[src/rtl/simple_system_f2sdram_rsp_timing_adt.sv]
// Avalon-ST timing adapter for the f2sdram response stream: converts an upstream
// readyLatency=READY_LATENCY source to a readyLatency=0 sink via a credit-gated FIFO.
module simple_system_f2sdram_rsp_timing_adt #(
    parameter int DATA_WIDTH    = 8,
    parameter int READY_LATENCY = 2,
    parameter int DEPTH         = 8
) (
    input  logic                  clk,
    input  logic                  reset_n,
    input  logic                  in_valid,
    input  logic [DATA_WIDTH-1:0] in_data,
    output logic                  in_ready,
    output logic                  out_valid,
    output logic [DATA_WIDTH-1:0] out_data,
    input  logic                  out_ready,
    output logic                  overflow
);

    localparam int            AW           = (DEPTH > 1) ? $clog2(DEPTH) : 1;
    localparam logic [AW:0]   FULL_CNT     = (AW+1)'(DEPTH);
    localparam logic [AW+1:0] CREDIT_LIMIT = (AW+2)'(DEPTH);

    logic [DATA_WIDTH-1:0]    mem [DEPTH];
    logic [AW-1:0]            wr_ptr;
    logic [AW-1:0]            rd_ptr;
    logic [AW:0]              count;
    logic [READY_LATENCY-1:0] cr;
    logic                     in_reset;
    logic                     overflow_q;

    logic permit;
    logic full;
    logic push;
    logic pop;
    logic drop;

    function automatic logic [AW+1:0] credits_in_flight(input logic [READY_LATENCY-1:0] v);
        logic [AW+1:0] n;
        n = '0;
        for (int i = 0; i < READY_LATENCY; i++) begin
            n = n + (AW+2)'(v[i]);
        end
        return n;
    endfunction

    // Beats already granted but not yet arrived are reserved against free space,
    // so a beat that lands on its permit always finds room.
    assign in_ready  = ~in_reset & (((AW+2)'(count) + credits_in_flight(cr)) < CREDIT_LIMIT);

    assign permit    = cr[READY_LATENCY-1];
    assign full      = (count == FULL_CNT);
    assign out_valid = (count != '0);
    assign pop       = out_valid & out_ready;
    assign push      = in_valid & permit & (~full | pop);
    assign drop      = in_valid & ~push;
    assign overflow  = overflow_q;
    assign out_data  = mem[rd_ptr];

    // Credit pipeline: cr[READY_LATENCY-1] is the grant issued READY_LATENCY cycles ago
    generate
        if (READY_LATENCY == 1) begin : g_cr_single
            always_ff @(posedge clk or negedge reset_n) begin
                if (!reset_n) begin
                    cr <= '0;
                end else begin
                    cr <= in_ready;
                end
            end
        end else begin : g_cr_shift
            always_ff @(posedge clk or negedge reset_n) begin
                if (!reset_n) begin
                    cr <= '0;
                end else begin
                    cr <= {cr[READY_LATENCY-2:0], in_ready};
                end
            end
        end
    endgenerate

    // FIFO control state
    always_ff @(posedge clk or negedge reset_n) begin
        if (!reset_n) begin
            in_reset   <= 1'b1;
            wr_ptr     <= '0;
            rd_ptr     <= '0;
            count      <= '0;
            overflow_q <= 1'b0;
        end else begin
            in_reset <= 1'b0;
            if (push) begin
                wr_ptr <= wr_ptr + 1'b1;
            end
            if (pop) begin
                rd_ptr <= rd_ptr + 1'b1;
            end
            case ({push, pop})
                2'b10:   count <= count + 1'b1;
                2'b01:   count <= count - 1'b1;
                default: count <= count;
            endcase
            if (drop) begin
                overflow_q <= 1'b1;
            end
        end
    end

    // FIFO storage: payload only, never reset
    always_ff @(posedge clk) begin
        if (push) begin
            mem[wr_ptr] <= in_data;
        end
    end

endmodule

[config.mk]
export PLATFORM = sky130hd
export DESIGN_NAME = simple_system_f2sdram_rsp_timing_adt
export DESIGN_NICKNAME = d
export VERILOG_FILES = /design/src/rtl/simple_system_f2sdram_rsp_timing_adt.sv
export SDC_FILE = /design/constraint.sdc
export NUM_CORES = 1
export LEC_CHECK = 0
export CAP_MARGIN = 20
export CORE_MARGIN = 5
export CORE_UTILIZATION = 62
export CTS_CLUSTER_DIAMETER = 120
export DETAILED_ROUTE_END_ITERATION = 8
export HOLD_SLACK_MARGIN = 0.06
export PLACE_DENSITY = 0.9
export SYNTH_ARGS = -nofsm -noshare
export SYNTH_HDL_FRONTEND = slang
export SYNTH_SLANG_ARGS = --single-unit
[constraint.sdc]
create_clock -name clk -period 4.8 [get_ports clk]
set_input_delay 0.96 -clock clk [delete_from_list [all_inputs] [get_ports clk]]
set_output_delay 0.96 -clock clk [all_outputs]
set_load 0.05 [all_outputs]
After elaboration in Yosys (flattened, before gate mapping)
Memories as Yosys holds them, arrays and structs flattened.
Index checks and enable logic that the tools add are counted.
{"block": "totals", "ff_bits": 14, "ramBits": 64, "elab_cells": 31, "n_memories": 1}
{"block": "classes", "addsub": 6, "order_cmp": 1, "eq_ne": 3, "muxes": 3, "n_bitwise": 9, "reduce_logical": 2}
{"memory": "mem", "words": 8, "word_bits": 8, "rd": 1, "rd_ports_with_merged_regs": 0, "wr": 1, "line": "23", "rtl": "logic [DATA_WIDTH-1:0] mem [DEPTH];"}
{"cell": "one-hot mux 4 bit (2 select lines)", "n": 1}
{"cell": "adder 3 x 1 -> 3 bit (second input constant)", "n": 2}
{"cell": "adder 4 x 2 -> 5 bit", "n": 1}
{"cell": "AND 1 bit", "n": 5}
{"cell": "less-than comparator 5 x 4 -> 1 bit (second input constant)", "n": 1}
{"cell": "adder 4 x 1 -> 4 bit (second input constant)", "n": 1}
{"cell": "== test 4 bit (second input constant)", "n": 1}
{"cell": "nonzero test 4 bit", "n": 1}
{"cell": "subtractor 4 x 1 -> 4 bit (second input constant)", "n": 1}
{"cell": "NOT 1 bit", "n": 3}
{"cell": "adder 1 x 1 -> 2 bit", "n": 1}
{"cell": "== test 2 x 1 -> 1 bit (second input constant)", "n": 1}
{"cell": "== test 2 bit (second input constant)", "n": 1}
{"cell": "two-way mux 1 bit", "n": 2}
{"cell": "nonzero test 2 bit", "n": 1}
{"cell": "OR 1 bit", "n": 1}

Logic depth before layout (Yosys ltp)
{"block": "depth", "word_depth": 6, "ltp_mapped": 11}

Worst setup path before layout
Ideal clock, no wire load.
{"block": "synth_timing", "kind": "reg-to-output", "from": "register count[0]", "to": "output port in_ready", "t_arrival_ns": 2.196, "required_time_ns": 3.840, "path_slack_ns": 1.644, "stages_incl_launch_ff": 4, "cell_sequence": "dfrtp_1 ha_1 a21o_1 a311oi_1"}
{"block": "synth_via", "elab_chain_len": 3}
{"element": "from (decl)", "line": "26", "rtl": "logic [AW:0] count;"}
{"element": "from (signal assigned)", "line": "97", "rtl": "2'b10: count <= count + 1'b1;"}
{"element": "from (signal assigned)", "line": "98", "rtl": "2'b01: count <= count - 1'b1;"}
{"element": "from (signal assigned)", "line": "99", "rtl": "default: count <= count;"}
{"element": "adder 4 x 2 -> 5 bit", "line": "48", "rtl": "assign in_ready = ~in_reset & (((AW+2)'(count) + credits_in_flight(cr)) < CREDIT_LIMIT);"}
{"element": "less-than comparator 5 x 4 -> 1 bit", "line": "48"}
{"element": "AND 1 bit", "line": "48"}
{"element": "to (decl)", "line": "12", "rtl": "output logic in_ready,"}
Every way passes these cells.

Final worst setup path
{"block": "layout_timing", "from": "register rd_ptr[0]", "to": "output port out_data[0]"}
{"block": "layout_via", "elab_chain_len": 1}
{"element": "from (decl)", "line": "25", "rtl": "logic [AW-1:0] rd_ptr;"}
{"element": "from (signal assigned)", "line": "94", "rtl": "rd_ptr <= rd_ptr + 1'b1;"}
{"element": "memory (8 x 8 bit)"}
{"element": "to (decl)", "line": "14", "rtl": "output logic [DATA_WIDTH-1:0] out_data,"}
Every way passes these cells.

==> impl_metrics.ini <==
[finish]
diodes = 0
fillers = 310
final_common_cell = edfxtp_1
final_cell_mix = 64 x edfxtp_1, 22 x clkdlybuf4s50_1, 14 x mux4_1
post-route-util_pct = 72.44
drive_above_1_share_pct = 17.86
area_growth_pct = 13.04
nets = 210

[timing]
finalHoldViolCount = 0
fmax_mhz = 259.2
layout_min_cycle_time_ns = 3.859
timing.slew.headroom_pct = 33.31
grt_setup_unrepaired = no
setup-tns-final_ns = 0
setup_viol = 0
fin_crit_sh_pct = 80.39
skew_ns = 0.005810
maxSlewViolCount = 0
worstMarginPinSlew_ns = 0.9966

[worst_setup_path]
crit_required_ns = 3.84
critPathCaptureType = output pin
worstPathMaxFanout = 18
path_cells = mux4_1 > mux2_2 > clkdlybuf4s50_1
crit_buf_inv = 1
cp_slowest_cell = dfrtp_1
crit_family = multiplexers
cp_data_arrival_time_ns = 2.90
worst-setup-path-type = reg -> out
critPathMaxStageDelay_ns = 0.92
start_kind = flop

[drt]
post-route-drc-count = 0
drt_iter0_drc = 97
viasPerCell = 5.786
wl_um = 5293
dr.pass1.iters = 4
routedWlPerCell_um = 19.90
vias = 1539
ant_nets = 0

[cts]
root_buffer = clkbuf_8
clk_path_buf_depth = 2
ctsHtreeMaxLevel = 3
numCtsBuffers = 9
cts_tree = done
cts_setup_buffers = 0
cts_sinks = 78
cts_resized = 0
clk_latency_ns = 0.33
cts_hold_buffers = 0
path_clk_slew_ns = 0.07

[synthesis]
ys_warn_count = 0
synth_area_um2 = 3273
synthFlopType = edfxtp_1
syn_area_per_cell_um2 = 20.20
synth_cells = 162
synth.distinct_cells = 34
synth_edf_count = 64
synthArstFlopShare_pct = 17.95
synth_fp_nets = 180
ys_seq_area_share_pct = 69.46
ys_ff_latch = 78

[floorplanning]
core-area_um2 = 5107
start_util_pct = 64.09
rows = 26
die_x_um = 82.66
ios = 23
die_area_um2 = 6833
die-height_um = 82.66

[grt]
grt_pass1_vias = 1579
grtUsageMet3_pct = 4.013
grt.busiest_layer = met2
grt_use_total_pct = 17.88
grt_pass1_wl_um = 8397
grt.met2_usage_pct = 29.17
gr-total-overflow = 0
antenna_found_initial = 0
grt_util_met1_pct = 23.45
grt_max_degree = 19

[min_path]
hp-class = reg -> reg

[flow_run]
maxCapViolCount = 0

[outcome]
outcome = completed

[placement]
gp_congestion = 0.7130
dp_hpwl_um = 3658
io_buffer_count = 22

[power]
power.density_nw_per_um2 = 583.2
ir_drop_uv = 312.7
p_leak_nw = 1.306
per-stage QoR:
stage / std cells / worst slack, ns / area [um2] / total power [mW] / hold WS [ns]
floorplan: 162 / 1.644 / 3273 / 1.561 / 0.3574
global placement: 250 / 1.324 / 3516 / 1.682 / 0.3657
detailed placement: 251 / 1.262 / 3521 / 1.736 / 0.3772
CTS: 266 / 0.8952 / 3700 / 2.175 / 0.3983
global route: 266 / 0.7973 / 3700 / 2.260 / 0.4119
finish: 266 / 0.9414 / 3700 / 2.158 / 0.3982
kinds of logic after synthesis:
family | synth area share (%)
DFF | 69.46
muxes | 16.51
and+or+nand+nor | 4.587
xor gates and xnor gates | 2.408
AOI/OAI and AO/OA | 2.065
buffers and inverters | 2.561
adders and majority gates | 2.294
other | 0.1146
worst register-to-register path, delay by kind of cell, from the launching register on:
kind	cells	cell delay, ns
simple gates	4	0.81
compound gates	1	0.15
flops	1	0.48
fa+ha+maj	2	0.45
xor+xnor	3	0.52
buf+inv	1	0.09
state kept, by name, indices dropped and copies added, names as in the netlist:
signal and flops:
rd_ptr 3, cr 2, mem 64, count 4, in_reset 1, wr_ptr 3
overflow 1
final cells by class:
| class | instances | area, um2 | area share [%] |
|---|---|---|---|
| Timing Repair Buffer | 24 | 232.7 | 6.290 |
| Clock inverter | 5 | 51.30 | 1.387 |
| Clock buffer | 10 | 127.6 | 3.449 |
| Inverter | 3 | 11.26 | 0.3044 |
| Sequential cell | 78 | 2273 | 61.45 |
| Multi-Input combinational cell | 76 | 915.9 | 24.75 |
| Tap cell | 70 | 87.58 | 2.367 |
layer usage:
metal,vias up,share of wire (%)
met1,784,42
met3,6,4.8
met4,0,1.3
li1,709,-
met2,40,51
met5,-,0
report_power, final:
part / switching, mW / internal [mW] / leakage (nW)
logic: 0.393 / 0.371 / 0.478
clock network: 0.209 / 0.234 / 0.0896
registers: 0.140 / 0.812 / 0.739
total: 0.741 / 1.42 / 1.31
synthesized netlist by cell type (2+ instances only):
master    instances  area, um2
edfxtp_1         64       1922
mux4_1           14      367.9
dfrtp_1          13      325.3
mux2_2           10      112.6
nor2_1            7      26.28
ha_1              6      75.07
xnor2_1           6      52.55
clkbuf_8          3      41.29
inv_1             3      11.26
nand2_1           3      11.26
nand3_1           3      15.01
xor2_1            3      26.28
a21oi_1           2      10.01
mux4_2            2      45.04
nand3b_1          2      15.01
nor3_1            2      10.01
nor3b_1           2      15.01
path summary, 6_finish.rpt:
kind	depth (start not counted)	end	slack [ns]	from
worst max-delay path	3	out_data[0]	0.94	rd_ptr[0]$_DFFE_PN0P_
worst min-delay path	0	cr[1]$_DFF_PN0_	0.40	cr[0]$_DFF_PN0_
worst max register to register	11	count[2]$_DFFE_PN0P_	2.20	count[1]$_DFFE_PN0P_
worst min register to register	0	cr[1]$_DFF_PN0_	0.40	cr[0]$_DFF_PN0_
max in group asynchronous	1	rd_ptr[0]$_DFFE_PN0P_	3.35	reset_n
min in group asynchronous	1	wr_ptr[2]$_DFFE_PN0P_	1.03	reset_n
Note: power is estimated with default switching activity, not from simulation.
